File: config.mk
export PLATFORM = sky130hd
export DESIGN_NAME = truth_table_scanner
export DESIGN_NICKNAME = d
export VERILOG_FILES = /design/src/rtl/truth_table_scanner_pkg.sv /design/src/rtl/truth_table_scanner_gate_fn_eval.sv /design/src/rtl/truth_table_scanner.sv
export SDC_FILE = /design/constraint.sdc
export NUM_CORES = 1
export LEC_CHECK = 0
export ABC_AREA = 1
export CORE_MARGIN = 10
export CORE_UTILIZATION = 40
export DETAILED_ROUTE_END_ITERATION = 12
export DONT_BUFFER_PORTS = 1
export HOLD_SLACK_MARGIN = 0.05
export PLACE_DENSITY = 0.62
export SYNTH_ARGS = -nofsm -noshare
export SYNTH_HDL_FRONTEND = slang
export SYNTH_HIERARCHICAL = 1
export SYNTH_SLANG_ARGS = --single-unit
File: constraint.sdc
create_clock -name clk -period 3.35 [get_ports clk]
set_input_delay 0.67 -clock clk [delete_from_list [all_inputs] [get_ports clk]]
set_output_delay 0.67 -clock clk [all_outputs]
set_load 0.02 [all_outputs]
File: src/rtl/truth_table_scanner_pkg.sv
// Shared definitions for the truth-table scanner: gate encodings, FSM states, hold bounds.
// Optional decoder check enabled by defining SCAN_ONEHOT_CHECK_EN.
package truth_table_scanner_pkg;

    localparam int unsigned GSEL_W = 2;
    localparam int unsigned AB_W   = 2;
    localparam int unsigned DEC_W  = 4;
    localparam int unsigned TT_W   = 4;
    localparam int unsigned HOLD_W = 4;

    localparam int unsigned HOLD_MIN = 1;
    localparam int unsigned HOLD_MAX = 15;

    localparam logic [GSEL_W-1:0] GATE_NOR  = 2'b00;
    localparam logic [GSEL_W-1:0] GATE_OR   = 2'b01;
    localparam logic [GSEL_W-1:0] GATE_AND  = 2'b10;
    localparam logic [GSEL_W-1:0] GATE_NAND = 2'b11;

    typedef enum logic [1:0] {
        IDLE = 2'd0,
        SCAN = 2'd1,
        DONE = 2'd2
    } state_e;

    // Decoder output expected for a given select.
    function automatic logic [DEC_W-1:0] ab_onehot(input logic [AB_W-1:0] ab);
        return DEC_W'(1) << ab;
    endfunction

endpackage

File: src/rtl/truth_table_scanner_gate_fn_eval.sv
// Maps the decoder's one-hot response to the output of the selected 2-input gate.
module gate_fn_eval
    import truth_table_scanner_pkg::*;
(
    input  logic [GSEL_W-1:0] gate_sel_i,
    input  logic [DEC_W-1:0]  dec_y_i,
    output logic              gate_c_o
);

    // Middle decoder lines never decide a NOR/OR/AND/NAND result.
    logic unused_dec_mid;
    assign unused_dec_mid = ^dec_y_i[2:1];

    always_comb begin
        gate_c_o = 1'b0;
        unique case (gate_sel_i)
            GATE_NOR:  gate_c_o = dec_y_i[0];
            GATE_OR:   gate_c_o = ~dec_y_i[0];
            GATE_AND:  gate_c_o = dec_y_i[3];
            GATE_NAND: gate_c_o = ~dec_y_i[3];
            default:   gate_c_o = 1'b0;
        endcase
    end

endmodule

File: src/rtl/truth_table_scanner.sv
// Steps a 2-to-4 decoder select through all four combinations and records the gate truth table.
// Define SCAN_ONEHOT_CHECK_EN to flag decoder outputs that are not the expected one-hot code.
module truth_table_scanner
    import truth_table_scanner_pkg::*;
#(
    parameter int unsigned HOLD_CYCLES = 1
) (
    input  logic              clk,
    input  logic              rst_n,
    input  logic              start,
    input  logic [GSEL_W-1:0] gate_sel,
    output logic [AB_W-1:0]   ab,
    input  logic [DEC_W-1:0]  dec_y,
    output logic              busy,
    output logic              done,
    output logic [TT_W-1:0]   truth_table,
    output logic              err
);

    localparam int unsigned HOLD = (HOLD_CYCLES < HOLD_MIN) ? HOLD_MIN :
                                   (HOLD_CYCLES > HOLD_MAX) ? HOLD_MAX : HOLD_CYCLES;
    localparam logic [HOLD_W-1:0] HOLD_LAST = HOLD_W'(HOLD - 1);

    state_e              state_q;
    logic [AB_W-1:0]     ab_q;
    logic [HOLD_W-1:0]   hold_q;
    logic [GSEL_W-1:0]   gsel_q;
    logic [TT_W-1:0]     tt_q;
    logic                busy_q;
    logic                done_q;

    logic                gate_c;
    logic                accept_c;
    logic                sample_c;

    gate_fn_eval u_gate_fn_eval (
        .gate_sel_i (gsel_q),
        .dec_y_i    (dec_y),
        .gate_c_o   (gate_c)
    );

    assign accept_c = (state_q == IDLE) && start;
    assign sample_c = (state_q == SCAN) && (hold_q == HOLD_LAST);

    // Scan sequencer: select, hold counter, truth table and status flags.
    always_ff @(posedge clk or negedge rst_n) begin
        if (!rst_n) begin
            state_q <= IDLE;
            ab_q    <= '0;
            hold_q  <= '0;
            gsel_q  <= GATE_NOR;
            tt_q    <= '0;
            busy_q  <= 1'b0;
            done_q  <= 1'b0;
        end else begin
            done_q <= 1'b0;
            unique case (state_q)
                IDLE: begin
                    if (start) begin
                        gsel_q  <= gate_sel;
                        tt_q    <= '0;
                        ab_q    <= '0;
                        hold_q  <= '0;
                        busy_q  <= 1'b1;
                        state_q <= SCAN;
                    end
                end
                SCAN: begin
                    if (hold_q == HOLD_LAST) begin
                        hold_q     <= '0;
                        tt_q[ab_q] <= gate_c;
                        ab_q       <= ab_q + AB_W'(1);
                        if (ab_q == AB_W'(3)) begin
                            busy_q  <= 1'b0;
                            done_q  <= 1'b1;
                            state_q <= DONE;
                        end
                    end else begin
                        hold_q <= hold_q + HOLD_W'(1);
                    end
                end
                DONE: begin
                    state_q <= IDLE;
                end
                default: begin
                    state_q <= IDLE;
                    busy_q  <= 1'b0;
                end
            endcase
        end
    end

`ifdef SCAN_ONEHOT_CHECK_EN
    logic err_q;

    // Sticky: any sample with a decoder response other than 1<<ab.
    always_ff @(posedge clk or negedge rst_n) begin
        if (!rst_n) begin
            err_q <= 1'b0;
        end else if (accept_c) begin
            err_q <= 1'b0;
        end else if (sample_c && (dec_y != ab_onehot(ab_q))) begin
            err_q <= 1'b1;
        end
    end

    assign err = err_q;
`else
    logic unused_chk;
    assign unused_chk = accept_c ^ sample_c;
    assign err = 1'b0;
`endif

    assign ab          = ab_q;
    assign busy        = busy_q;
    assign done        = done_q;
    assign truth_table = tt_q;

endmodule

Yosys cells after proc, flatten, opt, wreduce, memory -nomap -nowiden

Cells that the tools add are included.

Input port bits: 9
RAM bits: 0
Register bits: 16
Latch bits: 0
Memories: 0
ROM bits: 0

Equality and inequality tests: 9
Bitwise logic cells: 3
Reductions and logical operators: 10
Shift-type cells: 0
Mux-type cells: 23
Add/sub/neg operators: 2
Multipliers: 0
$lt $le $gt $ge: 2
Div/mod/pow operators: 0

Operators with widths:

| operator                                                                      | number |
|---|---|
| 4-bit case mux with 2 select lines                                            | 2 |
| 4-bit two-way mux                                                             | 3 |
| 2-bit two-way mux                                                             | 5 |
| 2-bit == test (second input constant)                                         | 4 |
| 2-bit case mux with 2 select lines                                            | 2 |
| 1-bit two-way mux                                                             | 7 |
| 3-bit AND reduction                                                           | 2 |
| 4-bit by 1-bit adder with 4-bit output (second input constant)                | 1 |
| 4-bit bitwise mux                                                             | 1 |
| 2-bit by 1-bit == test with 1-bit output (second input constant)              | 2 |
| 2-bit zero test                                                               | 2 |
| 4-bit zero test                                                               | 1 |
| 2-bit by 1-bit != test with 1-bit output (second input constant)              | 2 |
| 1-bit case mux with 4 select lines                                            | 1 |
| 2-bit AND reduction                                                           | 2 |
| 4-bit AND reduction                                                           | 1 |
| 2-bit by 3-bit less-than comparator with 1-bit output (second input constant) | 1 |
| 1-bit NOT                                                                     | 3 |
| 1-bit case mux with 3 select lines                                            | 1 |
| 2-bit by 1-bit adder with 2-bit output (second input constant)                | 1 |
| 1-bit demux with 2-bit select                                                 | 1 |
| 2-bit by 1-bit >= comparator with 1-bit output (second input constant)        | 1 |
| 2-bit != test (second input constant)                                         | 1 |
| 2-bit nonzero test                                                            | 1 |
| 1-bit logical AND                                                             | 1 |

Longest topological paths before layout

Gate-level depths: netlist of the first run.

Word-level depth: 7
Mapped depth: 8
Depth with buffers taken out: 8

Modules after synthesis

Netlist of the first run, hierarchy kept.

Modules (own cells, without submodules):

| module              | cells an instance | area an instance (um^2) | times used |
|---|---|---|---|
| truth_table_scanner | 97                | 860.8                   | 1 |
| gate_fn_eval        | 11                | 43.8                    | 1 |

Worst setup path before layout of the first run

No wires, ideal clock.

Path kind: in2reg
Start: input dec_y[3]
End: register tt_q[0], in the netlist truth_table[0]
Stages on the path: 7
Data required time: 3285 ps
Setup time: 65 ps
Arrival time: 1169 ps
Slack: 2116 ps
Cell sequence: inv_1 > nand2_1 > nand3_1 > nand2_1 > nor3b_4 > nand2_1 > nand2_1

Longest elaborated chain between the ends: 5

Ends and longest elaborated chain:

| item                                 | RTL line                               | text |
|---|---|---|
| from (decl)                          | truth_table_scanner.sv:13              | `input logic [DEC_W-1:0] dec_y,` |
| 1-bit NOT                            | truth_table_scanner_gate_fn_eval.sv:20 | `GATE_NAND: gate_c_o = ~dec_y_i[3];` |
| 1-bit case mux with 4 select lines * | truth_table_scanner_gate_fn_eval.sv:16 | `unique case (gate_sel_i)` |
| net gate_c                           | truth_table_scanner.sv:32              | `logic gate_c;` |
| 4-bit bitwise mux *                  | truth_table_scanner.sv:71              | `tt_q[ab_q] <= gate_c;` |
| 4-bit two-way mux *                  | truth_table_scanner.sv:69              | `if (hold_q == HOLD_LAST) begin` |
| 4-bit case mux with 2 select lines * | truth_table_scanner.sv:57              | `unique case (state_q)` |
| to (signal, indexed assignment)      | truth_table_scanner.sv:71              |  |
| to (decl)                            | truth_table_scanner.sv:28              | `logic [TT_W-1:0] tt_q;` |

Mark *: on every way through the listed nets, which the timed path passes. The rest lies on a longest branch. The select of a mux whose other input is x is not followed.
A chain may end at the register's enable or synchronous reset.

Worst setup path in the final report of the first run

Start: register ab_q[1], in the netlist ab[1]
End: output ab[1]

RTL lines:

| item                   | RTL line                  | text |
|---|---|---|
| from (decl)            | truth_table_scanner.sv:25 | `logic [AB_W-1:0] ab_q;` |
| from (signal assigned) | truth_table_scanner.sv:72 | `ab_q <= ab_q + AB_W'(1);` |
| to (decl)              | truth_table_scanner.sv:12 | `output logic [AB_W-1:0] ab,` |

No word-level cell between the ends.

==> results of run 1 <==
[synth_stat cells]
library cell  instances
nor2_1                3
ha_1                  6
nand3_4               1
nor3b_4               1
nand3_1               7
inv_2                 1
or2_0                 2
dfrtp_1              16
xor2_1                1
o21ai_0               5
nand2_2               1
nand2_1              39
nor2_4                2
o21ai_1               1
nand2_4               3
buf_4                 1
inv_1                15
conb_1                1
xnor2_1               1
or2_1                 1
[repair_timing]
action | in CTS | in global routing
resized for setup | 0 | 0
endpoints found under the setup margin | 0 | 0
hold buffers | 0 | 1
endpoints found under the hold margin | 0 | 16
[cell type report]
class,instances,area (um2)
multi-input combinational,75,437
timing repair buffer,1,10.0
clock buffer,4,36.3
inverter,16,60.1
tap,28,35.0
sequential,16,400
fill,221,1210
[stage by stage]
step | utilization, % | total power (W) | area (um2) | std cells
finish | 44.7 | 0.000800 | 978 | 140
global route | 44.7 | 0.000885 | 978 | 140
CTS | 44.2 | 0.000807 | 968 | 139
detailed placement | 42.5 | 0.000675 | 932 | 135
global placement | 42.5 | 0.000669 | 932 | 135
floorplan | - | 0.000612 | 905 | 108
[kinds of logic after synthesis]
logic type,Yosys count,synth area share [%]
flip-flops,16,44.3
XOR/XNOR,2,1.94
adder cells (fa/ha/maj),6,8.30
AND/OR/NAND/NOR,60,34.3
buffers and inverters,17,7.47
AO/OA/AOI/OAI,6,3.32
other,1,0.415
[where the power goes]
group | switching (W) | internal, W | total (W)
Combinational | 0.000194 | 0.000121 | 0.000315
Clock | 0.0000640 | 0.0000662 | 0.000130
Sequential | 0.000102 | 0.000253 | 0.000355
[layer usage]
metal  GRT usage, %  vias to the layer above  part of all wire [%]  routed length (um)
met5              0                        -                     0                   0
met4           3.08                        0                  0.98                  16
met3           4.63                        2                   8.8                 143
met2           13.3                       13                    45                 727
met1           8.99                      297                    45                 741
li1               -                      335                     -                   -
[flip-flops by register name, indices dropped and copies added, names as in the netlist]
| register | flops |
|---|---|
| done | 1 |
| ab | 2 |
| busy | 1 |
| truth_table | 4 |
| state_q | 2 |
| gsel_q | 2 |
| hold_q | 4 |
[worst paths after layout]
| path | start | endpoint | cells after the start |
|---|---|---|---|
| min in group asynchronous | rst_n | state_q[0] | 1 |
| worst min-delay path | gate_sel[0] | gsel_q[0] | 2 |
| worst min register to register | gsel_q[0] | gsel_q[0] | 2 |
| worst max-delay path | ab[1] | ab[1] | 0 |
| max in group asynchronous | rst_n | busy | 1 |
| worst max register to register | ab[1] | busy | 8 |
==> results.sh, run 1 <==
export IMPL_outcome="finished clean"
export IMPL_clock_path_buffers=2
export IMPL_synthCells=108
export IMPL_max_slew_margin_pct=50.9
export IMPL_holdCritPathClass="primary input to flip-flop"
export IMPL_h_tree_depth=1
export IMPL_drt_iter0_drc=25
export IMPL_grt_pass1_vias=644
export IMPL_antenna_cells=0
export IMPL_setup_violations=0
export IMPL_cp_data_arrival_time_ps=820
export IMPL_gp_congestion=0.722
export IMPL_num_rows=17
export IMPL_pin_count=18
export IMPL_synth_cell_area_um2=905
export IMPL_overflow=0
export IMPL_cp_data_required_time_ps=2680
export IMPL_nets=128
export IMPL_endpoint_kind="output port"
export IMPL_insertion_delay_ps=290
export IMPL_vdd_ir_drop_max_mv=0.469
export IMPL_tightest_slew_ps=735
export IMPL_die_h_um=67.6
export IMPL_via_per_inst=4.62
export IMPL_antenna_found_initial=0
export IMPL_yosys_top_cells_area="dfrtp_1 44%, nand2_1 16%, ha_1 8.3%"
export IMPL_synth_cell_types=20
export IMPL_core_area_mm2=0.00219
export IMPL_drt_wl_total_mm=1.63
export IMPL_port_buffers=0
export IMPL_p_leak_nw=0.535
export IMPL_setup_tns_ps=0
export IMPL_area_delta_synth_final_pct=8.16
export IMPL_cts_tree="built"
export IMPL_ff2ff_setup_slack_ps=2020
export IMPL_yosysWarnings=6
export IMPL_synth_top_area_share_pct=44.3
export IMPL_grt_pass1_wl_mm=2.88
export IMPL_mostFrequentLayoutCell="nand2_1"
export IMPL_wl_per_cell_um=11.6
export IMPL_hold_viol_final=0
export IMPL_rsz0062_at_grt="false"
export IMPL_antenna_left=0
export IMPL_grt_usage_pct=8.29
export IMPL_finalMaxSlewViolations=0
export IMPL_post_cts_buffers=0
export IMPL_die_area_mm2=0.00456
export IMPL_postSynthAreaPerCell_um2=8.38
export IMPL_critPathKind="flip-flop to output port"
export IMPL_vias=647
export IMPL_cts_clk_slew_worst_paths_ps=100
export IMPL_post_route_min_period_ps=1490
export IMPL_ys_seq_elements=16
export IMPL_setup_worst_path_start_class="flip-flop"
export IMPL_power_density_mw_per_mm2=818
export IMPL_clkSinkCount=16
export IMPL_first_pass_iters=4
export IMPL_route_detailed_drc=0
export IMPL_synth_nets=123
export IMPL_final_cell_mix="39 x nand2_1, 16 x dfrtp_1, 15 x inv_1"
export IMPL_floorplan_initialDensity_pct=41.3
export IMPL_cts_root_buf="clkbuf_4"
export IMPL_numCtsBuffers=3
export IMPL_cap_violations=0
export IMPL_place_ws_ps=2010
export IMPL_timing_final_crit_share_pct=44.4
export IMPL_die_x_um=67.6
export IMPL_worst_slack_ps=1860
export IMPL_ys_seq_area_share_pct=44.3
export IMPL_skew_ps=0.419
export IMPL_hpwlAfterDp_mm=1.31
export IMPL_grt_start_max_net_pins=17
export IMPL_drive_gt1_share_pct=11.6
export IMPL_whs_ps=493
export IMPL_cp_max_fo=4
export IMPL_synth_top_area_cell="dfrtp_1"
export IMPL_max_freq_ghz=0.672
Power figures use the tool's default switching activity.
==> inputs of run 2 (changes only) <==
- PLACE_DENSITY: 0.62 -> 0.64
- clock period: 3.35 -> 1.21 ns (I/O delays scaled with it)
==> run 2 against run 1 <==
Net effect:
- worst setup slack worse by 1800 ps
- sequential cell count unchanged
- first-iteration DRC count grew 32%
- largest cell class unchanged
- highest routed layer unchanged
==> results.sh, run 2 (synthesis gave the netlist of run 1 again) <==
export IMPL_outcome="finished clean"
export IMPL_post_route_min_period_ps=1150
export IMPL_timing_rr_start="hold_q[2]"
export IMPL_timing_final_crit_share_pct=95.1
export IMPL_power_density_mw_per_mm2=2160
export IMPL_r2r_end="truth_table[0]"
export IMPL_holdCritPathClass="primary input to flip-flop"
export IMPL_port_buffers=0
export IMPL_grt_pass1_wl_mm=2.93
export IMPL_grt_busiest_layer="met2"
export IMPL_min_path_cells=2
export IMPL_via_per_inst=4.70
export IMPL_skew_ps=7.90
export IMPL_clkSinkCount=16
export IMPL_hold_viol_final=0
export IMPL_endpoint_kind="flip-flop"
export IMPL_grt_usage_pct=8.29
export IMPL_grt_start_max_net_pins=17
export IMPL_area_delta_synth_final_pct=19.8
export IMPL_pin_count=18
export IMPL_finalMaxSlewViolations=0
export IMPL_rsz0062_at_grt="true"
export IMPL_grt_met2_usage_pct=13.6
export IMPL_max_slew_margin_pct=52.0
export IMPL_drt_iter0_drc=33
export IMPL_cp_max_fo=4
export IMPL_multiInputGateArea_um2=464
export IMPL_clock_path_buffers=2
export IMPL_critPathKind="flip-flop to flip-flop"
export IMPL_met1_usage_pct=8.61
export IMPL_cts_clk_slew_worst_paths_ps=100
export IMPL_overflow=0
export IMPL_antenna_cells=0
export IMPL_route_detailed_drc=0
export IMPL_drt_wl_total_mm=1.66
export IMPL_final_util_pct=49.5
export IMPL_vias=700
export IMPL_final_cell_mix="39 x nand2_1, 12 x dfrtp_1, 10 x inv_1"
export IMPL_die_x_um=67.6
export IMPL_cts_root_buf="clkbuf_4"
export IMPL_mostFrequentLayoutCell="nand2_1"
export IMPL_hold_end="busy"
export IMPL_cts_tree="built"
export IMPL_gp_congestion=0.741
export IMPL_ff2ff_setup_slack_ps=60
export IMPL_min_delay_start="start"
export IMPL_antenna_left=0
export IMPL_wl_per_cell_um=11.2
export IMPL_p_leak_nw=0.579
export IMPL_place_ws_ps=-21.4
export IMPL_antenna_found_initial=0
export IMPL_regArea_um2=405
export IMPL_hpwlAfterDp_mm=1.28
export IMPL_fill_cells=214
export IMPL_setup_violations=0
export IMPL_die_area_mm2=0.00456
export IMPL_first_pass_iters=3
export IMPL_cap_violations=0
export IMPL_core_area_mm2=0.00219
export IMPL_cp_data_required_time_ps=1450
export IMPL_num_rows=17
export IMPL_drive_gt1_share_pct=28.1
export IMPL_numCtsBuffers=3
export IMPL_h_tree_depth=1
export IMPL_r2r_cells=5
export IMPL_insertion_delay_ps=300
export IMPL_max_freq_ghz=0.869
export IMPL_nets=137
export IMPL_die_h_um=67.6
export IMPL_grtUsageMet3_pct=5.29
export IMPL_setup_worst_path_start_class="flip-flop"
export IMPL_vdd_ir_drop_max_mv=1.47
export IMPL_floorplan_initialDensity_pct=41.3
export IMPL_cp_data_arrival_time_ps=1390
export IMPL_worst_slack_ps=59.7
export IMPL_tightest_slew_ps=718
export IMPL_grt_pass1_vias=729
run 2: cell count changes in the layout (fill, tap and decap cells not counted), moves of 2 or more:
| cell | previous run | this run |
|---|---|---|
| buf_4 | 0 | 7 |
| inv_1 | 15 | 10 |
| inv_2 | 1 | 6 |
| dfrtp_1 | 16 | 12 |
| dfrtp_2 | 0 | 4 |
| dlygate4sd3_1 | 1 | 3 |
| ha_1 | 6 | 4 |
| nand3_1 | 7 | 5 |
| nand3_2 | 0 | 2 |
run 2: worst max-delay path by stage:
stage | endpoint | from
3_3_place_gp | truth_table[0] | hold_q[1]
3_5_place_dp | truth_table[0] | hold_q[1]
4_1_cts | truth_table[0] | hold_q[1]
6_report | truth_table[0] | hold_q[2]
2_1_floorplan | truth_table[0] | ab[1]
5_1_grt | truth_table[2] | hold_q[1]
run 2: what timing repair did:
item	4_1_cts	5_1_grt
endpoints found under the setup margin	5	10
gates resized for setup	3	11
hold buffers	3	0
cloned	0	0
buffers inserted	0	1
pin swaps	1	9
endpoints found under the hold margin	18	0
run 2: cell type report:
type / instances / share of cell area, %
Inverter: 16 / 5.54
Tap cell: 28 / 3.23
Timing Repair Buffer: 10 / 7.62
Sequential cell: 16 / 37.4
Clock buffer: 4 / 3.35
Multi-Input combinational cell: 75 / 42.8
run 2: report_power, final:
| group | internal (W) | leakage (nW) | switching, W |
|---|---|---|---|
| Clock | 0.000184 | 0.0210 | 0.000178 |
| Combinational | 0.000416 | 0.353 | 0.000600 |
| Sequential | 0.000710 | 0.205 | 0.000254 |
| Total | 0.00131 | 0.579 | 0.00103 |
run 2: worst max-delay path, cell delays in order (launching register included):
cell and delay (ps):
dfrtp_2 450, nor2_4 170, nand2_4 70, nor3b_4 230, nand2_1 90, nand2_1 70
run 2: layer usage:
metal	part of all wire [%]	vias up
met2	47	15
met3	9.7	2
met4	0.66	0
li1	-	350
met5	0	-
met1	42	333
run 2: per-stage QoR:
stage                     instances  instance area, um2  setup TNS (ps)  hold WS, ps  power, W
final                           149                1080               0         85.7   0.00234
after global routing            149                1080            -170         71.7   0.00259
after CTS                       148                1060               0         84.1   0.00232
after detailed placement        141                 978           -36.8        -52.8   0.00194
after global placement          141                 978               0        -52.8   0.00193
after floorplan                 108                 906               0        -53.6   0.00170
